**config.mk**
```make
export PLATFORM = sky130hd
export DESIGN_NAME = tx_shift_engine
export DESIGN_NICKNAME = d
export VERILOG_FILES = /design/src/rtl/tx_shift_engine.sv
export SDC_FILE = /design/constraint.sdc
export NUM_CORES = 1
export LEC_CHECK = 0
export ABC_AREA = 1
export ABC_CLOCK_PERIOD_IN_PS = 1810
export BUFFER_PORTS_ARGS = -buffer_cell sky130_fd_sc_hd__buf_4
export CORE_ASPECT_RATIO = 0.7
export CORE_MARGIN = 1
export CORE_UTILIZATION = 35
export DETAILED_ROUTE_END_ITERATION = 10
export PLACE_DENSITY = 0.65
export SLEW_MARGIN = 15
export SYNTH_ARGS = -nofsm -noshare
export SYNTH_HDL_FRONTEND = slang
export SYNTH_SLANG_ARGS = --single-unit
```
**constraint.sdc**
```tcl
create_clock -name clk -period 1.81 [get_ports clk]
set_input_delay 0.0905 -clock clk [delete_from_list [all_inputs] [get_ports clk]]
set_output_delay 0.0905 -clock clk [all_outputs]
set_load 0.02 [all_outputs]
```
**src/rtl/tx_shift_engine.sv**
```systemverilog
// tx_shift_engine: SCL-sampled serial transmit shifter with a one-word holding buffer
module tx_shift_engine #(
  parameter int DATA_W = 32,
  parameter bit MSB_FIRST = 1,
  parameter bit IDLE_LEVEL = 1
) (
  input  logic                       clk,
  input  logic                       rst,
  input  logic                       scl_in,
  input  logic                       enable,
  input  logic [DATA_W-1:0]          data_in,
  input  logic                       load_valid,
  output logic                       load_ready,
  output logic                       sda_o,
  output logic                       busy,
  output logic [$clog2(DATA_W)-1:0]  bit_cnt,
  output logic                       word_done,
  output logic                       underrun
);
  localparam int CW = $clog2(DATA_W);
  typedef enum logic {IDLE, SHIFT} state_t;
  state_t state;
  logic s1, s2, d, hold_full;
  logic [DATA_W-1:0] hold, shreg, shifted;
  logic fall, hold_head, shifted_head;
  assign fall = d & ~s2;
  assign shifted = MSB_FIRST ? shreg << 1 : shreg >> 1;
  assign hold_head = MSB_FIRST ? hold[DATA_W-1] : hold[0];
  assign shifted_head = MSB_FIRST ? shifted[DATA_W-1] : shifted[0];
  assign load_ready = ~hold_full;
  assign busy = state == SHIFT;
  always_ff @(posedge clk) begin
    if (rst) begin
      s1 <= 1'b1;
      s2 <= 1'b1;
      d <= 1'b1;
      state <= IDLE;
      hold <= '0;
      hold_full <= 1'b0;
      shreg <= '0;
      bit_cnt <= '0;
      sda_o <= IDLE_LEVEL;
      word_done <= 1'b0;
      underrun <= 1'b0;
    end else begin
      s1 <= scl_in;
      s2 <= s1;
      d <= s2;
      word_done <= 1'b0;
      underrun <= 1'b0;
      if (load_valid && !hold_full) begin
        hold <= data_in;
        hold_full <= 1'b1;
      end
      if (fall && enable) begin
        if (state == IDLE) begin
          if (hold_full) begin
            shreg <= hold;
            hold_full <= 1'b0;
            bit_cnt <= CW'(DATA_W - 1);
            sda_o <= hold_head;
            state <= SHIFT;
          end
        end else if (bit_cnt != '0) begin
          shreg <= shifted;
          bit_cnt <= bit_cnt - 1'b1;
          sda_o <= shifted_head;
        end else begin
          word_done <= 1'b1;
          if (hold_full) begin
            shreg <= hold;
            hold_full <= 1'b0;
            bit_cnt <= CW'(DATA_W - 1);
            sda_o <= hold_head;
          end else begin
            underrun <= 1'b1;
            sda_o <= IDLE_LEVEL;
            state <= IDLE;
          end
        end
      end
    end
  end
endmodule

```
==> results of run 1 <==
[critical path: stages, from the launching register on]
cell and delay [ns]:
dfxtp_1 0.32, inv_1 0.09, ha_1 0.27, nand3_4 0.18
nand2_2 0.16, nand2_2 0.06, buf_4 0.20, o21ai_0 0.16
inv_1 0.05
[power breakdown]
part	internal, W	total (W)	leakage, nW	switching [W]
clock	0.00104	0.00168	0.140	0.000643
combinational	0.000161	0.000345	1.01	0.000184
sequential	0.00175	0.00180	0.621	0.0000485
total	0.00295	0.00383	1.77	0.000875
[timing repair]
| action | 4_1_cts | 5_1_grt |
|---|---|---|
| setup endpoints to repair | 0 | 3 |
| hold buffers | 9 | 0 |
| gates resized for setup | 0 | 1 |
| hold endpoints to repair | 9 | 0 |
| setup buffers | 0 | 0 |
[cells by family (layout without fill, tap and decap cells)]
family,Yosys count,after routing,synth area share [%]
adder cells (fa/ha/maj),1,1,0.3779
multiplexers,3,3,0.9071
flip-flops,76,76,45.96
AND/OR/NAND/NOR,289,289,39.30
buffers and inverters,46,102,6.349
AO/OA/AOI/OAI,46,46,7.105
[cells in the mapped netlist (2+ instances only)]
cell type / count
inv_1: 13
nor2_1: 150
nand2_1: 53
dfxtp_1: 76
nand3_1: 41
nand3b_1: 23
buf_2: 15
a21oi_1: 8
nor2_4: 2
nand2_2: 3
or2_2: 3
mux2i_1: 3
nor2_2: 10
a31oi_1: 2
clkbuf_1: 12
inv_2: 3
o21ai_0: 35
[cells in the final DEF, fill, tap and decap left out, drive strengths merged, types with 8 or more instances in the layout]
cell         Yosys  layout
a21oi            8       8
buf             18      61
clkbuf          12      15
dfxtp           76      76
dlygate4sd3      0       9
inv             16      16
nand2           56      56
nand3           43      43
nand3b          23      23
nor2           162     162
o21ai           35      35
[final cells by class]
class | instances | area, um2 | share of cell area [%]
multi-input combinational | 339 | 1587 | 38.08
clock inverter | 1 | 5.005 | 0.1201
tap | 124 | 155.1 | 3.724
clock buffer | 15 | 277.8 | 6.667
inverter | 16 | 60.06 | 1.441
sequential | 76 | 1521 | 36.52
timing repair buffer | 70 | 560.5 | 13.45
[stage by stage]
| step | utilization [%] | hold WS [ns] | setup WS [ns] |
|---|---|---|---|
| 6_report | 45.75 | 0.009491 | 0.2236 |
| 4_1_cts | 45.67 | 0.0002037 | 0.1422 |
| 3_5_place_dp | 41.57 | 0.2802 | 0.1510 |
| 3_3_place_gp | 41.57 | 0.2779 | 0.2028 |
| 5_1_grt | 45.75 | 0.01299 | 0.005659 |
| 2_1_floorplan | - | 0.1943 | 0.2186 |
[worst paths after layout]
check / slack (ns) / start / to
worst min register to register: 0.41 / s1 / s2
worst max register to register: 0.22 / bit_cnt[0] / busy
worst min-delay path: 0.009 / data_in[12] / hold[12]
worst max-delay path: 0.22 / bit_cnt[0] / busy
[sequential cells by signal (all words and copies together) (netlist names)]
register	cells
bit_cnt	5
busy	1
d	1
hold	32
hold_full	1
s1	1
s2	1
sda_o	1
shreg	31
underrun	1
word_done	1
[metal layers]
metal  vias up  global-route usage [%]  part of all wire (%)
li1       1569                       -                     -
met1      1296                   22.27                    50
met2        76                   25.94                    43
met3         4                   5.288                   7.0
met4         0                   5.711                  0.11
met5         -                       0                     0
==> impl_results.md, run 1 <==
- Placed inst area: 0.003786 mm2
- Die height: 83.37 um
- Synth Warn #: 0
- Yosys top cell area share: 45.96%
- Initial DRC count: 163
- RSZ-0062 raised after global routing: false
- Drt first pass iters: 5
- Core Region: 0.009107 mm2
- Gr usage total: between 10% and 20%
- Fmax: 0.6304 GHz
- Top FF cell, synth: dfxtp_1
- Drt drc: 0
- TritonCTS Buffers: 9
- Kind of critical path: flop to flop
- Maximum vdd drop: 0.0004310 V
- Setup tns final: 0 ns
- Crit Path Max Fanout: 15
- Initial Util: 36.35%
- Initial antenna violation count: 0
- Die area: just under 0.01 mm2
- Async SR Flop Fraction: 0%
- Endpoints failing setup: 0
- Share of cells above drive strength 1: 18.76%
- Final Non-Filler Cells: 641
- Arrival @ worst endpoint: 1.81 ns
- Total Power: 0.003827 W
- Syn Inst Count: 461
- Final period utilization: 87.64%
- Final HPWL DP: 5.121 mm
- Post-Synthesis Net Count: 499
- Routed vias/inst: between 4 and 5
- RePlAce Congestion: 0.7992
- Post-synth EDFFs: 0
- Worst reg2reg path depth: 8
- Vias in the first global route: 2,893
- Vias: 2,945
- Cell taking the most area after synthesis: dfxtp_1
- Status: finished clean
- Fin nets: 550
- CTS tree: built
- CTS sink count: between 70 and 80
- Die Width: 118.2 um
- CTS H-Tree Depth: 3
- Seq/Total Area, Yosys: 45.96%
- Post-Syn Area: between 0.003 and 0.004 mm2
- Tmin final: approximately 1.6 ns
- First-pass GRT wire length: 13.21 mm
- Clk_skew: about 0.0038 ns
- Final hold violations: 0
- CP required: 2.04 ns
- Synth cell types: 26
- Synth top area cells: dfxtp_1 (46%), nor2_1 (17%), nand3_1 (6.2%)
- #FFs+latches synth: between 70 and 80
- CP endpoint kind: flop
- Largest net degree at the start of global routing: 64
- Antenna-violating nets left: 0
- PortBufs: 46
- Root Buffer: clkbuf_16
- Row cnt: 29
- Final wirelength: ~7.5 mm
- Worst hold path class: input pin to flop
- Worst slew pin tran: 0.3877 ns
- Antenna Diode Count: 0
- Max cap viols: 0
- Clock transition at path regs: 0.06 ns
- Congestion Overflow GR: 0
- Slew headroom: 74.12%
- Fillers: 956
- Hold Crit Depth: 3
- Worst-Skew Late Latency: 0.33 ns
- Routed len/inst: 11.74 um
- P_leak: about 1.8 nW
- Fin. max-slew vios: 0
- Startpoint types: flop
- Clock tree buffer depth: 2
- Post-Syn Area per Cell: slightly above 7 um2
- Ports: 47
- Area Growth Syn to Fin: 25.85%
- Post-Place Cells: 616
- Fin area: 0.004167 mm2
- Pwr dens: a little over 900 mW/mm2
(Power assumes the default switching activity.)
==> inputs of run 2 (changes only) <==
--- a/config.mk
+++ b/config.mk
@@ -6,13 +6,14 @@
 export NUM_CORES = 1
 export LEC_CHECK = 0
 export ABC_AREA = 1
-export ABC_CLOCK_PERIOD_IN_PS = 1810
+export ABC_CLOCK_PERIOD_IN_PS = 1900
 export BUFFER_PORTS_ARGS = -buffer_cell sky130_fd_sc_hd__buf_4
 export CORE_ASPECT_RATIO = 0.7
 export CORE_MARGIN = 1
 export CORE_UTILIZATION = 35
 export DETAILED_ROUTE_END_ITERATION = 10
 export PLACE_DENSITY = 0.65
+export SETUP_SLACK_MARGIN = 0.15
 export SLEW_MARGIN = 15
 export SYNTH_ARGS = -nofsm -noshare
 export SYNTH_HDL_FRONTEND = slang
==> constraint.sdc (replaced) <==
create_clock -name clk -period 1.9 [get_ports clk]
set_input_delay 0.095 -clock clk [delete_from_list [all_inputs] [get_ports clk]]
set_output_delay 0.095 -clock clk [all_outputs]
set_load 0.02 [all_outputs]
==> run 2 against run 1 <==
Net effect:
- final cell count is 1.6% lower
- critical path type unchanged
- largest power group unchanged
- register-to-register slack better by 0.12 ns
- die area stayed put
- utilization is 0.87 points lower
- design area is 1.9% lower
- clock skew is 0.0043 ns higher
- global-route usage is 0.36 points lower
- sequential power is 5% lower
- worst setup slack better by 0.12 ns
==> impl_results.md, run 2 (synthesis results as in run 1) <==
- Status: finished clean (unchanged)
- Initial Util: 36.35% (unchanged)
- Worst slew pin tran: 0.4710 ns (was 0.3877 ns)
- Worst reg2reg path depth: 8 (unchanged)
- Die area: 0.009858 mm2 (unchanged)
- CTS sink count: 76 (unchanged)
- Kind of critical path: flop to flop (unchanged)
- Startpoint types: flop (unchanged)
- Placed inst area: 0.003771 mm2 (was 0.003786 mm2)
- TritonCTS Buffers: 9 (unchanged)
- Biggest register: hold (unchanged)
- Core Region: 0.009107 mm2 (unchanged)
- Endpoints failing setup: 0 (unchanged)
- Tmin final: 1.556 ns (was 1.586 ns)
- Max FFs per register: 32 (unchanged)
- Post-Place Cells: 614 (was 616)
- CTS tree: built (unchanged)
- Hold Crit Depth: 3 (unchanged)
- Ports: 47 (unchanged)
- Row cnt: 29 (unchanged)
- Setup tns final: 0 ns (unchanged)
- Die Width: 118.2 um (unchanged)
- Fmax: 0.6427 GHz (was 0.6304 GHz)
- CP required: 2.13 ns (was 2.04 ns)
- Maximum vdd drop: 0.0004952 V (was 0.0004310 V)
- Largest net degree at the start of global routing: 38 (was 64)
- Fin area: 0.004088 mm2 (was 0.004167 mm2)
- Worst path depth: 8 (unchanged)
- Share of cells above drive strength 1: 19.72% (was 18.76%)
- P_leak: 1.740 nW (was 1.768 nW)
- Clock tree buffer depth: 2 (unchanged)
- Fin nets: 540 (was 550)
- Fin. max-slew vios: 0 (unchanged)
- Most frequent cells in the layout: nor2_1 (150), dfxtp_1 (76), buf_4 (58) (was nor2_1 (150), dfxtp_1 (76), buf_4 (60))
- Final period utilization: 81.89% (was 87.64%)
- Root Buffer: clkbuf_16 (unchanged)
- Crit path cell chain: inv_1 > ha_2 > nand3_4 > nand2_2 > buf_4 > nand2_1 > a21oi_1 > nor2_1 (was inv_1 > ha_1 > nand3_4 > nand2_2 > nand2_2 > buf_4 > o21ai_0 > inv_1)
- CP Buf/Inv Count: 2 (was 3)
- Dpl ws: 0.1782 ns (was 0.1510 ns)
- Critical path's slowest cell: dfxtp_1 (unchanged)
- Vias: 2,959 (was 2,945)
- Vias in the first global route: 2,820 (was 2,893)
- CTS H-Tree Depth: 3 (unchanged)
- RePlAce Congestion: 0.7937 (was 0.7992)
- Worst hold path class: input pin to flop (unchanged)
- Final wirelength: 7.572 mm (was 7.525 mm)
- Antenna Diode Count: 0 (unchanged)
- Final HPWL DP: 5.084 mm (was 5.121 mm)
- Drt first pass iters: 4 (was 5)
- Drt drc: 0 (unchanged)
- CP max stage delay: 0.32 ns (about the same)
- Fillers: 958 (was 956)
- Clock transition at path regs: 0.06 ns (about the same)
- Initial antenna violation count: 0 (unchanged)
- Routed len/inst: 12.00 um (was 11.74 um)
- Gr usage total: 16.49% (was 16.86%)
- Pwr dens: 896.5 mW/mm2 (was 918.5 mW/mm2)
- Final Non-Filler Cells: 631 (was 641)
- Final hold violations: 0 (unchanged)
- Clk_skew: 0.008091 ns (was 0.003820 ns)
- Top Registers: hold: 32 flops, shreg: 31 flops, bit_cnt: 5 flops (unchanged)
- Antenna-violating nets left: 0 (unchanged)
- Initial DRC count: 160 (was 163)
- RSZ-0062 raised after global routing: false (unchanged)
- Slew headroom: 68.55% (was 74.12%)
- First-pass GRT wire length: 13.05 mm (was 13.21 mm)
- Final worst slack: 0.3441 ns (was 0.2236 ns)
- Crit Path Max Fanout: 15 (unchanged)
- Max cap viols: 0 (unchanged)
- PortBufs: 46 (unchanged)
- Area Growth Syn to Fin: 23.47% (was 25.85%)
- Worst-Skew Late Latency: 0.33 ns (about the same)
- Number of buffers added for setup after CTS: 0 (unchanged)
- Arrival @ worst endpoint: 1.79 ns (was 1.81 ns)
- Top cell family by delay on the critical path: simple AND/OR/NAND/NOR gates (unchanged)
- Congestion Overflow GR: 0 (unchanged)
- Most common cell after layout, fill and taps aside: nor2_1 (unchanged)
- CP endpoint kind: flop (unchanged)
- Die height: 83.37 um (unchanged)
- Routed vias/inst: 4.689 (was 4.594)
[run 2: area by class of cell]
| cell class | instances | area [um2] | area share (%) |
|---|---|---|---|
| clock inverters | 4 | 22.52 | 0.5510 |
| well taps | 124 | 155.1 | 3.796 |
| inverters | 16 | 60.06 | 1.469 |
| clock buffers | 12 | 266.5 | 6.520 |
| multi-input cells | 339 | 1597 | 39.06 |
| flip-flops and latches | 76 | 1521 | 37.22 |
| repair buffers | 60 | 465.4 | 11.39 |
[run 2: repair_timing]
action | 4_1_cts | 5_1_grt
hold buffers | 1 | 0
endpoints found under the setup margin | 1 | 32
endpoints found under the hold margin | 1 | 0
resized for setup | 1 | 3
pin swaps | 0 | 0
[run 2: layer usage]
metal | vias up | global-route usage, % | routed length (um)
li1 | 1553 | - | -
met4 | 0 | 5.711 | 97
met2 | 65 | 24.65 | 3204
met5 | - | 0 | 0
met1 | 1331 | 22.42 | 3895
met3 | 10 | 5.014 | 374
[run 2: path summary, 6_finish.rpt]
check              startpoint  endpoint  slack (ns)
setup / recovery   bit_cnt[0]  shreg[3]        0.34
hold / removal    data_in[29]  hold[29]        0.01
setup reg to reg   bit_cnt[0]  shreg[3]        0.34
hold reg to reg            s1        s2        0.41
[run 2: through the flow]
| stage | util (%) | hold slack (ns) | total power [W] |
|---|---|---|---|
| global route | 44.88 | 0.01679 | 0.003814 |
| CTS | 44.72 | 0.001785 | 0.003690 |
| detailed placement | 41.41 | 0.2852 | 0.002066 |
| global placement | 41.41 | 0.2817 | 0.002057 |
| finish | 44.88 | 0.01289 | 0.003665 |
| floorplan | - | 0.1988 | 0.001938 |
[run 2: worst min-delay path, delay by kind of cell]
| family | cells | cell delay [ns] |
|---|---|---|
| buffers and inverters | 1 | 0.07 |
| AOI/OAI and AO/OA | 1 | 0.07 |
| and+or+nand+nor | 1 | 0.07 |
[run 2: report_power, final]
group          internal [W]  switching [W]  leakage (nW)
registers           0.00167      0.0000469         0.621
logic              0.000143       0.000175         0.974
clock network      0.000984       0.000648         0.144
total               0.00280       0.000870          1.74
